<file path="src/rtl/dds_dac_pkg.sv">
// Shared types and constants for the DDS DAC SPI output stage.
// Frame = 8 control bits + 16 data bits, MSB first.
package dds_dac_pkg;

  localparam int         DAC_DATA_BITS   = 16;
  localparam int         DAC_CTRL_BITS   = 8;
  localparam int         DAC_FRAME_BITS  = 24;
  localparam logic [7:0] DAC_CTRL_NORMAL = 8'h00;

  typedef enum logic [1:0] {
    IDLE,
    SHIFT_HI,
    SHIFT_LO,
    HOLD
  } dac_state_e;

endpackage

</file>
<file path="src/rtl/dds_dac_spi_out_if.sv">
// Sample handshake plus SPI DAC pins for dds_dac_spi_out.
// master: sample source side; slave: the serialiser.
interface dds_dac_spi_out_if
  import dds_dac_pkg::*;
  ();

  logic [DAC_DATA_BITS-1:0] sample_in;
  logic                     sample_valid;
  logic                     sample_ready;
  logic                     dac_sclk;
  logic                     dac_sync_n;
  logic                     dac_din;
  logic                     busy;

  modport master (
    output sample_in,
    output sample_valid,
    input  sample_ready,
    input  dac_sclk,
    input  dac_sync_n,
    input  dac_din,
    input  busy
  );

  modport slave (
    input  sample_in,
    input  sample_valid,
    output sample_ready,
    output dac_sclk,
    output dac_sync_n,
    output dac_din,
    output busy
  );

endinterface

</file>
<file path="src/rtl/dac_bit_timer.sv">
// SCLK half-period timer: counts CLK_DIV cycles while en is high.
// Ports: clk, rst_n, en, clr (restart), half_done (1-cycle pulse).
module dac_bit_timer #(
  parameter int CLK_DIV = 4
) (
  input  logic clk,
  input  logic rst_n,
  input  logic en,
  input  logic clr,
  output logic half_done
);

  localparam logic [7:0] LAST = 8'(CLK_DIV - 1);

  logic [7:0] cnt;

  assign half_done = en && (cnt == LAST);

  always_ff @(posedge clk or negedge rst_n) begin
    if (!rst_n) begin
      cnt <= '0;
    end else if (clr || half_done) begin
      cnt <= '0;
    end else if (en) begin
      cnt <= cnt + 8'd1;
    end
  end

endmodule

</file>
<file path="src/rtl/dds_dac_spi_out.sv">
// Serialises 16-bit samples into 24-bit SPI DAC frames (ctrl + data).
// Ports: clk, reset (async, active-low), dac (slave: handshake + SPI pins).
// Build option DAC_OFFSET_BINARY_EN: send data as offset binary.
module dds_dac_spi_out
  import dds_dac_pkg::*;
#(
  parameter int         CLK_DIV    = 4,
  parameter int         FRAME_BITS = DAC_FRAME_BITS,
  parameter logic [7:0] CTRL_WORD  = DAC_CTRL_NORMAL
) (
  input  logic               clk,
  input  logic               reset,
  dds_dac_spi_out_if.slave   dac
);

  localparam logic [4:0] LAST_BIT = 5'(FRAME_BITS - 1);

  dac_state_e               state;
  dac_state_e               state_nx;
  logic [FRAME_BITS-1:0]    sreg;
  logic [4:0]               bit_cnt;
  logic [DAC_DATA_BITS-1:0] data;
  logic                     accept;
  logic                     half_done;
  logic                     last_bit;

  assign accept   = (state == IDLE) && dac.sample_valid;
  assign last_bit = (bit_cnt == LAST_BIT);

`ifdef DAC_OFFSET_BINARY_EN
  assign data = {~dac.sample_in[15], dac.sample_in[14:0]};
`else
  assign data = dac.sample_in;
`endif

  dac_bit_timer #(
    .CLK_DIV (CLK_DIV)
  ) u_timer (
    .clk       (clk),
    .rst_n     (reset),
    .en        (state != IDLE),
    .clr       (accept),
    .half_done (half_done)
  );

  always_ff @(posedge clk or negedge reset) begin
    if (!reset) begin
      state <= IDLE;
    end else begin
      state <= state_nx;
    end
  end

  always_comb begin
    state_nx = state;
    unique case (state)
      IDLE:     if (accept)    state_nx = SHIFT_HI;
      SHIFT_HI: if (half_done) state_nx = SHIFT_LO;
      SHIFT_LO: if (half_done) state_nx = last_bit ? HOLD : SHIFT_HI;
      HOLD:     if (half_done) state_nx = IDLE;
      default:                 state_nx = IDLE;
    endcase
  end

  // Shift only on the SHIFT_LO -> SHIFT_HI turn so dac_din is
  // stable across each falling SCLK edge.
  always_ff @(posedge clk or negedge reset) begin
    if (!reset) begin
      sreg    <= '0;
      bit_cnt <= '0;
    end else if (accept) begin
      sreg    <= FRAME_BITS'({CTRL_WORD, data});
      bit_cnt <= '0;
    end else if (state == SHIFT_LO && half_done && !last_bit) begin
      sreg    <= sreg << 1;
      bit_cnt <= bit_cnt + 5'd1;
    end
  end

  always_comb begin
    dac.sample_ready = 1'b0;
    dac.busy         = 1'b1;
    dac.dac_sclk     = 1'b1;
    dac.dac_sync_n   = 1'b0;
    dac.dac_din      = sreg[FRAME_BITS-1];
    unique case (state)
      IDLE: begin
        dac.sample_ready = 1'b1;
        dac.busy         = 1'b0;
        dac.dac_sync_n   = 1'b1;
        dac.dac_din      = 1'b0;
      end
      SHIFT_HI: ;
      SHIFT_LO: dac.dac_sclk = 1'b0;
      HOLD: begin
        dac.dac_sync_n = 1'b1;
        dac.dac_din    = 1'b0;
      end
      default: ;
    endcase
  end

endmodule
</file>
<file path="src/flat_wrapper.sv">
// flat-port wrapper written by rule: the top's interface ports become plain ports
module dds_dac_spi_out_flat import dds_dac_pkg::*;
#(
  parameter int         CLK_DIV    = 4,
  parameter int         FRAME_BITS = DAC_FRAME_BITS,
  parameter logic [7:0] CTRL_WORD  = DAC_CTRL_NORMAL
)
  (clk, reset, dac_sample_in, dac_sample_valid, dac_sample_ready, dac_dac_sclk, dac_dac_sync_n, dac_dac_din, dac_busy);
  dds_dac_spi_out_if dac_i ();
  input  logic clk;
  input  logic reset;
  input wire logic [$bits(dac_i.sample_in)-1:0] dac_sample_in;
  input wire logic [$bits(dac_i.sample_valid)-1:0] dac_sample_valid;
  output wire logic [$bits(dac_i.sample_ready)-1:0] dac_sample_ready;
  output wire logic [$bits(dac_i.dac_sclk)-1:0] dac_dac_sclk;
  output wire logic [$bits(dac_i.dac_sync_n)-1:0] dac_dac_sync_n;
  output wire logic [$bits(dac_i.dac_din)-1:0] dac_dac_din;
  output wire logic [$bits(dac_i.busy)-1:0] dac_busy;
  assign dac_i.sample_in = dac_sample_in;
  assign dac_i.sample_valid = dac_sample_valid;
  assign dac_sample_ready = dac_i.sample_ready;
  assign dac_dac_sclk = dac_i.dac_sclk;
  assign dac_dac_sync_n = dac_i.dac_sync_n;
  assign dac_dac_din = dac_i.dac_din;
  assign dac_busy = dac_i.busy;
  dds_dac_spi_out #(.CLK_DIV(CLK_DIV), .FRAME_BITS(FRAME_BITS), .CTRL_WORD(CTRL_WORD)) u_core (.clk(clk), .reset(reset), .dac(dac_i));
endmodule
</file>
<file path="config.mk">
export PLATFORM = sky130hd
export DESIGN_NAME = dds_dac_spi_out_flat
export DESIGN_NICKNAME = d
export VERILOG_FILES = /design/src/rtl/dds_dac_pkg.sv /design/src/rtl/dds_dac_spi_out_if.sv /design/src/rtl/dac_bit_timer.sv /design/src/rtl/dds_dac_spi_out.sv /design/src/flat_wrapper.sv
export SDC_FILE = /design/constraint.sdc
export NUM_CORES = 1
export LEC_CHECK = 0
export CAP_MARGIN = 20
export CORE_ASPECT_RATIO = 0.9
export CORE_MARGIN = 5
export CORE_UTILIZATION = 55
export CTS_CLUSTER_DIAMETER = 50
export CTS_CLUSTER_SIZE = 30
export DETAILED_ROUTE_END_ITERATION = 16
export GPL_ROUTABILITY_DRIVEN = 1
export HOLD_SLACK_MARGIN = 0.1
export PLACE_DENSITY = 0.76
export SLEW_MARGIN = 20
export SYNTH_ARGS = -nofsm -noshare
export SYNTH_HDL_FRONTEND = slang
export SYNTH_SLANG_ARGS = --single-unit
</file>
<file path="constraint.sdc">
create_clock -name clk -period 2.2 [get_ports clk]
set_input_delay 0.44 -clock clk [delete_from_list [all_inputs] [get_ports clk]]
set_output_delay 0.44 -clock clk [all_outputs]
set_load 0.03 [all_outputs]
</file>
; ---- After elaboration in Yosys (flattened, before gate mapping)
; Cells that the tools add are included.
; Widths: inputs -> output; s select.
[totals]
elab_cells = 44
in_bits = 19
ff_bits = 39
out_inout_bits = 5
[op_classes]
n_reduce_logical = 12
n_eq_ne = 9
mux = 17
add_sub_neg = 2
[op_table]
columns = operator, n
row1 = $mux 24, 2
row2 = $mux 8, 2
row3 = $mux 2, 5
row4 = $mux 5, 2
row5 = $add 8x1->8 const B, 1
row6 = $eq 8x2->1 const B, 1
row7 = $pmux 2 s4, 1
row8 = $ne 2x1->1 const B, 3
row9 = $reduce_bool 2->1, 3
row10 = $add 5x1->5 const B, 1
row11 = $eq 5x5->1 const B, 1
row12 = $mux 1, 5
row13 = $eq 2x2->1 const B, 2
row14 = $logic_and 1x1->1, 4
row15 = $reduce_and 4->1, 1
row16 = $eq 2x1->1 const B, 1
row17 = $logic_not 2->1, 1
row18 = $ne 2x2->1 const B, 1
row19 = $reduce_or 2->1, 1
row20 = $logic_not 1->1, 1
row21 = $logic_or 1x1->1, 1

; ---- Logic depth before layout (Yosys ltp)
[logic_depth]
word_depth = 6
mapped_depth = 8

; ---- Cells and area by module
; From an unflattened synthesis, not the netlist that was laid out.
[hier_totals]
hier_cells = 213
hier_area_um2 = 1960.6
[by_module_without_submodules]
columns = mod, area_per_inst_um2, n_inst, seq_area_each_um2, cells_per_inst
row1 = dds_dac_spi_out, 1555.2, 1, 775.7, 175
row2 = dac_bit_timer, 405.4, 1, 200.2, 38

; ---- Least setup slack after synthesis
; OpenSTA, ideal clock, no wires.
[synth_path]
kind = reg2reg
from = register u_core.state[0]
to = register u_core.u_timer.cnt[3]
path_stages_with_launch = 8
synth_period_minus_slack_ns = 1.979
t_arrival_ns = 1.884
path_slack_ns = 0.221
path_cell_list = dfrtp_1 -> inv_1 -> ha_1 -> clkbuf_1 -> inv_1 -> nor2_1 -> o21ai_0 -> o31ai_1
[synth_between]
elab_chain_cells = 4
word_cells_on_any_way = 7
classes_between = mux (1) / reduce/logical (6)
[synth_rtl]
columns = element, line
row1 = from (decl), dds_dac_spi_out.sv:18  ; dac_state_e state;
row2 = from (signal assigned), dds_dac_spi_out.sv:50  ; state <= state_nx;
row3 = $logic_not 2->1 or $reduce_bool 2->1 (tied branches), "dds_dac_spi_out.sv:27, dds_dac_spi_out.sv:41"
row4 = $logic_and 1x1->1 (on tied branches), "dds_dac_spi_out.sv:27, dac_bit_timer.sv:17"
row5 = $logic_or 1x1->1, dac_bit_timer.sv:22  ; end else if (clr || half_done) begin
row6 = $mux 8 or $reduce_bool 2->1 (tied branches), -
row7 = to (signal assigned), dac_bit_timer.sv:25  ; cnt <= cnt + 8'd1;
row8 = to (decl), dac_bit_timer.sv:15  ; logic [7:0] cnt;
; Parallel ways exist; a longest one is shown, timed or not.
; A chain may end at the register's enable or synchronous reset.

; ---- Worst setup path in the final report
[layout_path]
from = register u_core.state[0]
to = output dac_dac_din
[layout_between]
elab_chain_cells = 3
word_cells_on_any_way = 4
classes_between = eq/ne (1) / mux (1) / reduce/logical (2)
[layout_rtl]
columns = element, line
row1 = $eq 2x2->1 or $logic_not 2->1 (tied branches), dds_dac_spi_out.sv:86  ; unique case (state)
row2 = $reduce_or 2->1 (no line) *, -
row3 = $mux 1 *, dds_dac_spi_out.sv:86
row4 = to (decl), flat_wrapper.sv:17  ; output wire logic [$bits(dac_i.dac_din)-1:0] dac_dac_din;
; Every way passes the cells marked *; elsewhere a longest branch is shown, timed or not.

==> results_dict.tcl <==
set metrics [dict create \
    largest_voltage_drop_on_the_vdd_net_uv 417 \
    drtPass1Iterations 4 \
    clock_insertion_delay_worst_skew_ps 280 \
    routed_wirelength_um 3370 \
    via_count 1376 \
    place.port_buffers 23 \
    finalNetCount 235 \
    drv.max_cap_violation_count 0 \
    synth-edff-count 0 \
    cts.root.buffer_cell "sky130_fd_sc_hd__clkbuf_8" \
    seq_area_frac_synth_pct 50.5 \
    critical_path.reg2reg.startpoint "u_core.state[0]" \
    internal_power_uw 990 \
    crit_path_max_fanout 4 \
    clock_skew_ps 5.09 \
    most_numerous_cell_in_the_yosys_netlist "sky130_fd_sc_hd__dfrtp_1" \
    final-seq-area_um2 976 \
    h-tree-depth 2 \
    detail_route.vias_per_cell 5.44 \
    place_hpwl_um 2420 \
    run_status "complete, no violations" \
    totalNegativeSetupSlack_ps 0 \
    cts-buffers-inserted 5 \
    period_share_pct 93.2 \
    grt_pass1_vias 1437 \
    crit_required_ps 1760 \
    design.die.area_um2 4800 \
    multi_input_area_um2 883 \
    setup.worst_path.start "u_core.state[0]" \
    worst_setup_path_start_kind "register" \
    drt_first_iter_violations 77 \
    critPathKind "register to output pin" \
    timing_max_transition_violations_final 0 \
    hold-worst-slack_ps 252 \
    timing.reg2reg.worst_path_depth 7 \
    area_growth_syn_to_layout_pct 18.2 \
    grt_pass1_wl_um 6120 \
    p_leak_nw 1.07 \
    synth_seq_cells 39 \
    gr-usage-all-layers_pct 16.4 \
    number_of_setup_violations_in_the_final_report 0 \
    grt_overflow 0 \
    hold_path_class "input port to async pin" \
    initial_utilization_pct 57.3 \
    maximum_number_of_pins_on_one_net_before_global_route_repair 45 \
    reg2reg_setup_slack_ps 190 \
    ios 24 \
    die-height_um 66.3 \
    synth.distinct_cells 31 \
    worst-slew-pin-transition_ps 841 \
    post_synth_inst_count 184 \
    synth_top_cell_by_area "sky130_fd_sc_hd__dfrtp_1" \
    drive_gt1_share_pct 7.66 \
    cp-end-kind "output pin" \
    synth-warning-count 0 \
    p_seq_share_pct 57.8 \
    timing.fmax_mhz 488 \
    endpoint "dac_dac_din" \
    final_antenna_net_count 0 \
    postSynth.topFlopCell "sky130_fd_sc_hd__dfrtp_1" \
    clock-sinks 39 \
    place.gp.congestion 0.772 \
    post-cts-setup-buffers 0 \
    max-slew-margin-rel_pct 43.9 \
    netlist_top_cells_area "sky130_fd_sc_hd__dfrtp_1, sky130_fd_sc_hd__mux2i_1, sky130_fd_sc_hd__o21ai_0" \
    route.detailed.wl_per_inst_um 13.3 \
    mappedNetlistNets 210 \
    fp-row-count 20 \
    num_antenna_cells 0 \
    post-route-cell-area_um2 2290 \
    drt_drc_violations_left 0 \
    netlist_area_um2 1930 \
    antenna_found_initial 0 \
    area_of_the_core_um2 3380 \
    power_switching_share_pct 20.1 \
    share_clk_of_total_power_pct 38.5 \
    synth.cells.most_frequent "sky130_fd_sc_hd__dfrtp_1, sky130_fd_sc_hd__mux2i_1, sky130_fd_sc_hd__nand2_1" \
    cts_tree "done" \
    die_w_um 72.5 \
    syn-mean-instance-area_um2 10.5 \
    grt_setup_unrepaired "no" \
    period_needed_ps 2050 \
    synth_top_cell_area_share_pct 50.5 \
    placed_cell_area_um2 2200 \
    postCtsHoldBufs 0 \
    timing.critical_path.arrival_ps 1610 \
    pwr_density_cell_nw_per_um2 542 \
    cts_buffer_depth 2 \
    switchingPower_uw 249 \
    postSynth.asyncResetShare_pct 100 \
    clkSlewWorstSetupHoldPaths_ps 70 \
    share_comb_of_total_power_pct 3.7 \
    fillCellCount 253 \
    finalHoldViolCount 0 \
    rr_endpoint "u_core.sreg[2]" \
]
==> cell families after synthesis <==
group / share of synthesized area, %
and+or+nand+nor: 15.2
DFF: 50.5
AOI/OAI and AO/OA: 11.1
muxes: 13.5
buffers and inverters: 3.88
adders and majority gates: 4.53
xor gates and xnor gates: 1.36
==> sequential cells by signal (all words and copies together), names as in the netlist <==
register / flops
u_core.state: 2
u_core.u_timer.cnt: 8
u_core.sreg: 24
u_core.bit_cnt: 5
==> critical path: stages (launching register included) <==
cell and delay [ps]:
sky130_fd_sc_hd__dfrtp_1 400, sky130_fd_sc_hd__inv_1 110, sky130_fd_sc_hd__ha_1 320, sky130_fd_sc_hd__and2_1 110
sky130_fd_sc_hd__dlygate4sd2_1 390
==> power by group through the flow <==
stage	Combinational (mW)	Clock, mW	Sequential (mW)
6_report	0.0454	0.477	0.717
5_1_grt	0.0506	0.514	0.716
4_1_cts	0.0466	0.494	0.716
3_5_place_dp	0.0464	0	0.730
3_3_place_gp	0.0452	0	0.730
2_1_floorplan	0.000628	0	0.731
==> per-stage QoR <==
step                utilization (%)  std cells  total power, mW  worst slack (ps)
detailed placement             65.3        246            0.777               170
global placement               65.3        246            0.776               232
finish                         67.7        253             1.24               151
floorplan                         -        184            0.731               221
CTS                            67.7        253             1.26               135
global route                   67.7        253             1.28              8.56
==> metal layers <==
| layer | GRT usage [%] | part of all wire, % | vias to the layer above |
|---|---|---|---|
| met5 | 0 | 0 | - |
| met1 | 20.5 | 46 | 649 |
| met4 | 6.22 | 0.56 | 0 |
| met3 | 4.41 | 5.2 | 2 |
| met2 | 27.2 | 48 | 37 |
| li1 | - | - | 688 |
==> how the worst min path moves through the flow <==
stage	endpoint	slack, ps	from
2_1_floorplan	u_core.bit_cnt[0]	140	reset
3_3_place_gp	u_core.sreg[0]	480	u_core.sreg[0]
3_5_place_dp	u_core.sreg[0]	490	u_core.sreg[0]
4_1_cts	u_core.u_timer.cnt[6]	280	reset
5_1_grt	u_core.u_timer.cnt[7]	340	reset
6_report	u_core.u_timer.cnt[7]	250	reset
==> layout make-up <==
class	instances	area share [%]
clock buffer	6	3.61
clock inverter	1	0.219
inverter	6	0.985
multi-input combinational	130	38.6
tap	44	2.41
timing repair buffer	27	11.4
sequential	39	42.7
==> cells in the final DEF, fill, tap and decap left out, drive strengths merged, types with 3 or more instances in the layout <==
master,netlist,routed
dfrtp,39,39
buf,3,5
mux2i,25,25
clkdlybuf4s50,0,17
ha,7,7
a21oi,4,4
clkbuf,6,6
nand3,5,5
o21ai,22,22
and2,3,3
nor2,16,16
nor3,3,3
dlygate4sd2,0,5
or3,3,3
inv,6,6
nand2,22,22
a22o,5,5
==> repair_timing <==
item / 4_1_cts / 5_1_grt
setup endpoints to repair: 5 / 0
hold endpoints to repair: 0 / 0
resized for setup: 5 / 0
Note: power is estimated with default switching activity, not from simulation.
